===== config.mk =====
export PLATFORM = sky130hd
export DESIGN_NAME = mode_ctrl
export DESIGN_NICKNAME = d
export VERILOG_FILES = /design/src/rtl/mode_ctrl.sv
export SDC_FILE = /design/constraint.sdc
export NUM_CORES = 1
export LEC_CHECK = 0
export ABC_AREA = 1
export CORE_ASPECT_RATIO = 0.6
export CORE_MARGIN = 2
export CORE_UTILIZATION = 58
export DETAILED_ROUTE_END_ITERATION = 8
export GPL_TIMING_DRIVEN = 0
export PLACE_DENSITY = 0.84
export SLEW_MARGIN = 20
export SYNTH_ARGS = -nofsm -noshare
export SYNTH_HDL_FRONTEND = slang
export SYNTH_SLANG_ARGS = --single-unit

===== constraint.sdc =====
create_clock -name clk -period 3.35 [get_ports clk]
set_input_delay 0.335 -clock clk [delete_from_list [all_inputs] [get_ports clk]]
set_output_delay 0.335 -clock clk [all_outputs]
set_load 0.01 [all_outputs]

===== src/rtl/mode_ctrl.sv =====
// Burst-collecting producer for the mytypes::mode_t link: drives mode=start on a go
// request, sums BURST_LEN returned bytes, then drops back to mode=done.

package mytypes;
    typedef enum logic {
        start = 1'b0,
        done  = 1'b1
    } mode_t;
endpackage

module mode_ctrl
    import mytypes::*;
#(
    parameter  int BURST_LEN = 4,
    parameter  int TIMEOUT   = 15,
    localparam int SUM_W     = 8 + $clog2(BURST_LEN + 1)
) (
    input  logic             clk,
    input  logic             rst,
    input  logic             go,
    output mode_t            mode,
    input  logic [7:0]       out,
    input  logic             out_valid,
    output logic             busy,
    output logic [SUM_W-1:0] sum,
    output logic             result_valid,
    output logic             timeout
);

    typedef enum logic [1:0] {
        IDLE,
        COLLECT,
        FINISH
    } state_t;

    localparam logic [7:0] BEAT_LAST = 8'(BURST_LEN - 1);
    localparam logic [7:0] IDLE_LAST = 8'(TIMEOUT - 1);

    state_t           r_state;
    mode_t            r_mode;
    logic             r_busy;
    logic [SUM_W-1:0] r_sum;
    logic             r_resultValid;
    logic             r_timeout;
    logic [7:0]       r_beatCnt;
    logic [7:0]       r_idleCnt;

    logic [SUM_W-1:0] w_beatExt;
    logic             w_lastBeat;
    logic             w_lastIdle;

    assign w_beatExt  = {{(SUM_W-8){1'b0}}, out};
    assign w_lastBeat = (r_beatCnt == BEAT_LAST);
    assign w_lastIdle = (r_idleCnt == IDLE_LAST);

    // The pulses default low each cycle so they last exactly the FINISH cycle.
    always_ff @(posedge clk or posedge rst) begin
        if (rst) begin
            r_state       <= IDLE;
            r_mode        <= done;
            r_busy        <= 1'b0;
            r_sum         <= '0;
            r_resultValid <= 1'b0;
            r_timeout     <= 1'b0;
            r_beatCnt     <= '0;
            r_idleCnt     <= '0;
        end else begin
            r_resultValid <= 1'b0;
            r_timeout     <= 1'b0;
            case (r_state)
                IDLE: begin
                    r_mode <= done;
                    r_busy <= 1'b0;
                    if (go) begin
                        r_sum     <= '0;
                        r_beatCnt <= '0;
                        r_idleCnt <= '0;
                        r_mode    <= start;
                        r_busy    <= 1'b1;
                        r_state   <= COLLECT;
                    end
                end
                COLLECT: begin
                    if (out_valid) begin
                        r_sum     <= r_sum + w_beatExt;
                        r_beatCnt <= r_beatCnt + 8'd1;
                        r_idleCnt <= '0;
                        if (w_lastBeat) begin
                            r_state       <= FINISH;
                            r_mode        <= done;
                            r_resultValid <= 1'b1;
                        end
                    end else begin
                        r_idleCnt <= r_idleCnt + 8'd1;
                        if (w_lastIdle) begin
                            r_state   <= FINISH;
                            r_mode    <= done;
                            r_timeout <= 1'b1;
                        end
                    end
                end
                FINISH: begin
                    r_state <= IDLE;
                    r_busy  <= 1'b0;
                    r_mode  <= done;
                end
                default: begin
                    r_state <= IDLE;
                    r_mode  <= done;
                    r_busy  <= 1'b0;
                end
            endcase
        end
    end

    assign mode         = r_mode;
    assign busy         = r_busy;
    assign sum          = r_sum;
    assign result_valid = r_resultValid;
    assign timeout      = r_timeout;

endmodule


### Yosys cells after proc, flatten, opt, wreduce, memory -nomap -nowiden

Cells that the tools add are included.

* logic and storage cells: 50
* register bits: 33
* bits of input ports: 12
* output and inout bits: 15

* mux-type cells: 26
* reductions and logical operators: 6
* equality and inequality tests: 7
* add/subtract/negate cells: 3

Operators with widths (number)
* one-hot mux 8 bit (2 select lines): 2
* two-way mux 8 bit: 3
* two-way mux 11 bit: 2
* one-hot mux 11 bit (2 select lines): 1
* adder 8 x 1 -> 8 bit, second input constant: 2
* adder 11 x 8 -> 11 bit: 1
* two-way mux 1 bit: 11
* equality test 8 x 2 -> 1 bit, second input constant: 1
* equality test 8 x 4 -> 1 bit, second input constant: 1
* two-way mux 2 bit: 4
* != test 3 bit, second input constant: 2
* AND reduction 3 bit: 2
* != test 2 bit, second input constant: 2
* one-hot mux 1 bit (2 select lines): 2
* one-hot mux 2 bit (2 select lines): 1
* AND reduction 2 bit: 2
* equality test 2 x 1 -> 1 bit, second input constant: 1
* logical NOT 2 bit: 1
* nonzero test 2 bit: 1

### Logic depth before layout (Yosys ltp)

Gate-level depths: netlist of run 1.

* word-level depth: 4
* depth in mapped cells: 10
* mapped depth without buffers: 10

### Least setup slack after synthesis of run 1

OpenSTA, ideal clock, no wires.

* path type: reg-to-reg
* from: register r_sum[0], in the netlist sum[0]
* to: register r_sum[10], in the netlist sum[10]
* required time: 3231 ps
* stages on the path, launching flop included: 9
* library setup time: 119 ps
* clock period less this slack: 1668 ps
* path buffers: 0
* path slack: 1682 ps
* data arrival time: 1549 ps
* path through: dfrtp_1 > ha_1 > fa_1 > nand2_1 > nand2_1 > nand3_1 > nand3_1 > a21oi_1 > nor2_1

* longest elaborated chain between the ends: 3

Ends and longest elaborated chain
* from (decl): RTL line 42 `logic [SUM_W-1:0] r_sum;`
* from (signal assigned): RTL line 85 `r_sum <= r_sum + w_beatExt;`
* adder 11 x 8 -> 11 bit: RTL line 85
* two-way mux 11 bit: RTL line 84 `if (out_valid) begin`
* one-hot mux 11 bit (2 select lines): RTL line 70 `case (r_state)`

Every way passes these cells. The select of a mux whose other input is x is not followed.
A chain may end at the register's enable or synchronous reset.

### Worst setup path after layout of run 1

* from: input out[0]
* to: register r_sum[10], in the netlist sum[10]

* longest elaborated chain between the ends: 3

Ends and longest elaborated chain
* from (decl): RTL line 22 `input logic [7:0] out,`
* adder 11 x 8 -> 11 bit: RTL line 85
* two-way mux 11 bit: RTL line 84
* one-hot mux 11 bit (2 select lines): RTL line 70

Every way passes these cells. The select of a mux whose other input is x is not followed.

==> flow_summary.yaml, run 1 <==
status:
  outcome: "finished, final reports clean"
clock_network:
  cts-root-buf: "clkbuf_8"
  cts_sinks: 33
  cts_max_level: 2
  cts_resized: 0
  cts_tree: "yes"
  insertion_delay_ps: 280
  clk_path_buf_depth: 2
  clk_pin_slew_worst_paths_ps: 70
  postCtsSetupRepairBufs: 0
  numCtsBuffers: 5
  cts_hold_buf: 0
timing:
  setup_viol: 0
  fin_tns_setup_ps: 0
  slew_violations: 0
  hold_viol: 0
  rsz0062_at_grt: "false"
  min_period_ps: 1990
  post-route-period-util_pct: 59.5
  worst_slew_pin_slew_ps: 678
  max_freq_mhz: 501
  hold_slack_ps: 470
  finClkSkew_ps: 5.97
  relSlewSlack_pct: 54.7
  setup_slack_ps: 1360
worst_setup_path:
  critPathKind: "in2reg"
  critical_path_required_ps: 3520
  endpoint_kind: "flop"
  critPathMaxFanout: 4
  slowest_stage: "clkdlybuf4s50_1"
  cp-start-kind: "primary input"
  arrival_ps: 2160
  cp_top_family: "adder cells"
  cpPeakStageDelay_ps: 410
  cp_num_buf_inv: 1
  worstPathCellList: "clkdlybuf4s50_1, ha_1, fa_1, nand2_1, nand2_1, nand3_1, nand3_1, a21oi_1, nor2_1"
detailed_routing:
  ant_nets: 0
  top_layer_used: "met4"
  drcViolationCount: 0
  wire_per_inst_um: 13.5
  dr_wl_met3_um: 249
  drt_iter0_drc: 166
  routed_wl_um: 4450
  vias: 1777
  wl_met1_um: 2270
  via_per_inst: 5.38
  firstDrtPassIters: 4
  route.met2.wl_um: 1900
synthesis:
  synth_area_per_cell_um2: 7.71
  synth_top_cell_by_area: "dfrtp_1"
  yosys-top-cells-count: "nand2_1 (70), dfrtp_1 (32), inv_1 (29)"
  synth-edff-count: 0
  ys.warnings.count: 0
  yosysUniqueCellTypes: 28
  syn_inst: 252
  yosysSeqAreaShare_pct: 42.6
  synth_area_leaders: "dfrtp_1 (41%), nand2_1 (14%), ha_1 (7.1%)"
  synth_ff_type: "dfrtp_1"
  ys_ff_latch: 33
  async_flop_share_pct: 100
  synthDominantCellAreaShare_pct: 41.2
  syn_nets: 276
  syn-cell-area_mm2: 0.00194
  post-synth-top-count-cell: "nand2_1"
floorplanning:
  core_area_mm2: 0.00322
  die_area_mm2: 0.00384
  ios: 27
  core.rowCount: 16
  die_w_um: 78.7
  chipHeight_um: 48.8
  start_util_pct: 60.3
grt:
  overflow: 0
  grt_start_max_net_pins: 34
  antenna_found_initial: 0
  grt_pass1_wl_um: 7570
  grt_pass1_vias: 1617
  grtUsageTotal_pct: 25.7
power_and_ir_drop:
  leakage_nw: 1.17
  power.density_mw_per_mm2: 820
  peakVddDrop_uv: 511
min_path:
  hold_path.class: "in2async"
layout:
  stdcell_area_mm2: 0.00235
  area_delta_synth_final_pct: 20.7
  fillCellCount: 263
  fin_nets: 309
  num_antenna_cells: 0
  drive_above_1_share_pct: 6.67
placed_design:
  dp_hpwl_um: 3270
  placed_cell_area_mm2: 0.00226
  port_buffers: 26
  dp_slack_ps: 1090
  gp_congestion: 0.892
job:
  max_cap_viol_count: 0
layer usage:
layer  vias to the layer above  track usage (%)
met4                         0             6.14
met2                        45             36.9
met1                       832             38.9
li1                        893                -
met5                         -                0
met3                         7             6.85
metrics by stage:
stage | total power, mW | cells | utilization, %
2_1_floorplan | 1.27 | 252 | -
3_3_place_gp | 1.57 | 323 | 70.1
3_5_place_dp | 1.61 | 323 | 70.1
4_1_cts | 1.93 | 330 | 72.8
5_1_grt | 2.09 | 330 | 72.8
6_report | 1.92 | 330 | 72.8
cell usage in the layout, fill, tap and decap left out, drive strengths merged:
cell type / instances
a21boi: 1
a21oi: 10
a22o: 3
a31oi: 1
a32o: 1
and2: 1
buf: 2
clkbuf: 7
clkdlybuf4s50: 26
dfrtp: 32
dfstp: 1
fa: 1
ha: 11
inv: 30
nand2: 74
nand3: 23
nand3b: 2
nand4: 6
nor2: 27
nor3: 5
o21ai: 17
o21bai: 1
o22ai: 1
or2: 2
registers in the layout, summed over array words and instances, names as in the netlist:
| register | count |
|---|---|
| timeout | 1 |
| r_beatCnt | 8 |
| sum | 11 |
| r_idleCnt | 8 |
| busy | 1 |
| mode | 1 |
| result_valid | 1 |
| r_state | 2 |
cell families (layout without fill, tap and decap cells):
kind of cell / after synthesis / after routing / share of synthesized area (%)
AOI/OAI and AO/OA: 35 / 35 / 10.4
buffers and inverters: 32 / 65 / 6.82
adders and majority gates: 12 / 12 / 8.11
and+or+nand+nor: 140 / 140 / 32.1
DFF: 33 / 33 / 42.6
final cells by class:
class | count | area, µm² | area share [%]
Timing Repair Buffer | 26 | 260 | 11.1
Sequential cell | 33 | 827 | 35.3
Buffer | 2 | 20.0 | 0.853
Clock buffer | 7 | 86.3 | 3.68
Multi-Input combinational cell | 187 | 983 | 41.9
Tap cell | 45 | 56.3 | 2.40
Inverter | 30 | 113 | 4.80
where the power goes:
part           switching [mW]  internal [mW]  total (mW)  leakage, nW
Combinational           0.558          0.410       0.969        0.695
Clock                   0.137          0.163       0.300       0.0443
Sequential              0.116          0.539       0.655        0.428
Total                   0.812           1.11        1.92         1.17
path summary, 6_finish.rpt:
path | startpoint | endpoint | slack, ps | depth (start not counted)
setup / recovery | out[0] | sum[10]$_DFFE_PP0P_ | 1360 | 9
hold / removal | rst | r_idleCnt[3]$_DFFE_PP0P_ | 470 | 2
setup reg to reg | sum[0]$_DFFE_PP0P_ | sum[10]$_DFFE_PP0P_ | 1430 | 8
min in group clk | busy$_DFFE_PP0N_ | busy$_DFFE_PP0N_ | 470 | 2
hold reg to reg | busy$_DFFE_PP0N_ | busy$_DFFE_PP0N_ | 470 | 2
max in group asynchronous | rst | sum[5]$_DFFE_PP0P_ | 2430 | 2
Note: power is estimated with default switching activity, not from simulation.
==> run 2: changes to the inputs <==
--- a/config.mk
+++ b/config.mk
@@ -8,10 +8,10 @@
 export ABC_AREA = 1
 export CORE_ASPECT_RATIO = 0.6
 export CORE_MARGIN = 2
-export CORE_UTILIZATION = 58
+export CORE_UTILIZATION = 54
 export DETAILED_ROUTE_END_ITERATION = 8
 export GPL_TIMING_DRIVEN = 0
-export PLACE_DENSITY = 0.84
+export PLACE_DENSITY = 0.79
 export SLEW_MARGIN = 20
 export SYNTH_ARGS = -nofsm -noshare
 export SYNTH_HDL_FRONTEND = slang
==> constraint.sdc (replaced) <==
create_clock -name clk -period 2.05 [get_ports clk]
set_input_delay 0.205 -clock clk [delete_from_list [all_inputs] [get_ports clk]]
set_output_delay 0.205 -clock clk [all_outputs]
set_load 0.01 [all_outputs]
==> run 2 against run 1 <==
  * Critical path depth unchanged
  * Cell count up 0.30%
  * Setup slack worse by 1200 ps
  * Highest routed layer unchanged
  * Power up 64%
  * Global-route usage down 2.1 points
  * Non-clock buffer count unchanged
==> flow_summary.yaml, run 2 (synthesis results as in run 1) <==
power_and_ir_drop:
  peakVddDrop_uv: 678
  comb_power_share_pct: 49.7
  p_sw_mw: 1.33
  totalPowerFinal_mw: 3.15
  switching_share_pct: 42.1
  seqPwrFrac_pct: 34.0
  power.density_mw_per_mm2: 1340
  p_clk_share_pct: 16.3
  power.internal_mw: 1.82
  leakage_nw: 1.17
clock_network:
  numCtsBuffers: 5
  cts-root-buf: "clkbuf_8"
  clk_pin_slew_worst_paths_ps: 70
  cts_sinks: 33
  cts_max_level: 2
  insertion_delay_ps: 290
  clk_path_buf_depth: 2
  cts_hold_buf: 0
  postCtsSetupRepairBufs: 0
  cts_tree: "yes"
  cts_resized: 0
timing:
  rsz0062_at_grt: "false"
  worst_slew_pin_slew_ps: 697
  finClkSkew_ps: 5.94
  post-route-period-util_pct: 91.2
  slew_violations: 0
  fin_tns_setup_ps: 0
  setup_slack_ps: 181
  setup_viol: 0
  hold_slack_ps: 345
  max_freq_mhz: 535
  relSlewSlack_pct: 53.4
  hold_viol: 0
  min_period_ps: 1870
layout:
  fin_nets: 309
  drive_above_1_share_pct: 6.64
  fillCellCount: 283
  final_cell_count_no_fill: 331
  area_delta_synth_final_pct: 20.9
  largest_reg_flops: 11
  final_common_cell: "nand2_1"
  num_antenna_cells: 0
  most-common-layout-cells: "nand2_1 (70), dfrtp_1 (32), inv_1 (28)"
floorplanning:
  start_util_pct: 58.1
  die_area_mm2: 0.00411
  chipHeight_um: 50.5
  core.rowCount: 16
  core_area_mm2: 0.00334
  die_w_um: 81.4
  ios: 27
detailed_routing:
  wire_per_inst_um: 12.8
  via_per_inst: 5.37
  routed_wl_um: 4250
  ant_nets: 0
  firstDrtPassIters: 4
  vias: 1776
  drcViolationCount: 0
  drt_iter0_drc: 210
placed_design:
  gp_congestion: 0.897
  port_buffers: 26
  place_inst: 323
  dp_hpwl_um: 3130
  dp_slack_ps: -28.3
worst_setup_path:
  critPathMaxFanout: 4
  cp_top_family: "simple AND/OR/NAND/NOR gates"
  critical_path_required_ps: 2260
  slowest_stage: "dfrtp_1"
  cpPeakStageDelay_ps: 400
  critPathKind: "reg2reg"
  arrival_ps: 2080
  cp_num_buf_inv: 0
  endpoint_kind: "flop"
  worstPathCellList: "ha_1, fa_1, nand2_1, nand2_1, nand3_1, nand3_1, nand3_1, nand2_1, nor2_1"
  cp-start-kind: "flop"
grt:
  grt_pass1_vias: 1570
  overflow: 0
  grt_start_max_net_pins: 34
  grtUsageTotal_pct: 23.6
  grt_pass1_wl_um: 7250
  antenna_found_initial: 0
status:
  outcome: "finished, final reports clean"
min_path:
  hold_path.class: "in2async"
job:
  max_cap_viol_count: 0
==> run 2: metal layers <==
layer | track usage [%] | vias up | share of wire, %
li1 | - | 894 | -
met1 | 37.7 | 815 | 53
met2 | 30.6 | 60 | 38
met3 | 6.12 | 7 | 8.6
met4 | 7.06 | 0 | 0.96
met5 | 0 | - | 0
==> run 2: stage by stage <==
stage,utilization (%),area [µm²]
floorplan,-,1940
global placement,67.6,2260
detailed placement,67.6,2260
CTS,70.3,2350
global route,70.3,2350
finish,70.3,2350
==> run 2: final timing paths <==
path | startpoint | endpoint | slack [ps] | depth (start not counted)
setup / recovery | sum[0]$_DFFE_PP0P_ | sum[10]$_DFFE_PP0P_ | 180 | 9
hold / removal | rst | sum[1]$_DFFE_PP0P_ | 340 | 2
setup reg to reg | sum[0]$_DFFE_PP0P_ | sum[10]$_DFFE_PP0P_ | 180 | 9
hold reg to reg | busy$_DFFE_PP0N_ | busy$_DFFE_PP0N_ | 470 | 2
max in group asynchronous | rst | r_state[1]$_DFFE_PP0P_ | 1250 | 2
min in group clk | busy$_DFFE_PP0N_ | busy$_DFFE_PP0N_ | 470 | 2
==> run 2: cell type report <==
| class | count | area [µm²] | share of cell area [%] |
|---|---|---|---|
| plain buffers | 2 | 20.0 | 0.852 |
| clock buffers | 8 | 90.1 | 3.83 |
| inverters | 30 | 113 | 4.79 |
| multi-input cells | 187 | 983 | 41.9 |
| flip-flops and latches | 33 | 827 | 35.2 |
| well taps | 45 | 56.3 | 2.40 |
| repair buffers | 26 | 260 | 11.1 |
==> run 2: power by group through the flow <==
stage                     sequential, mW  combinational (mW)  clock, mW
after floorplan                     1.10               0.973          0
after global placement              1.07                1.51          0
after detailed placement            1.07                1.55          0
after CTS                           1.07                1.56      0.519
after global routing                1.10                1.78      0.560
final                               1.07                1.56      0.513
==> run 2: worst register-to-register path: cells and delay by family (launching register included) <==
kind / cells / cell delay [ps]
fa+ha+maj: 2 / 620
flops: 1 / 400
simple gates: 7 / 780
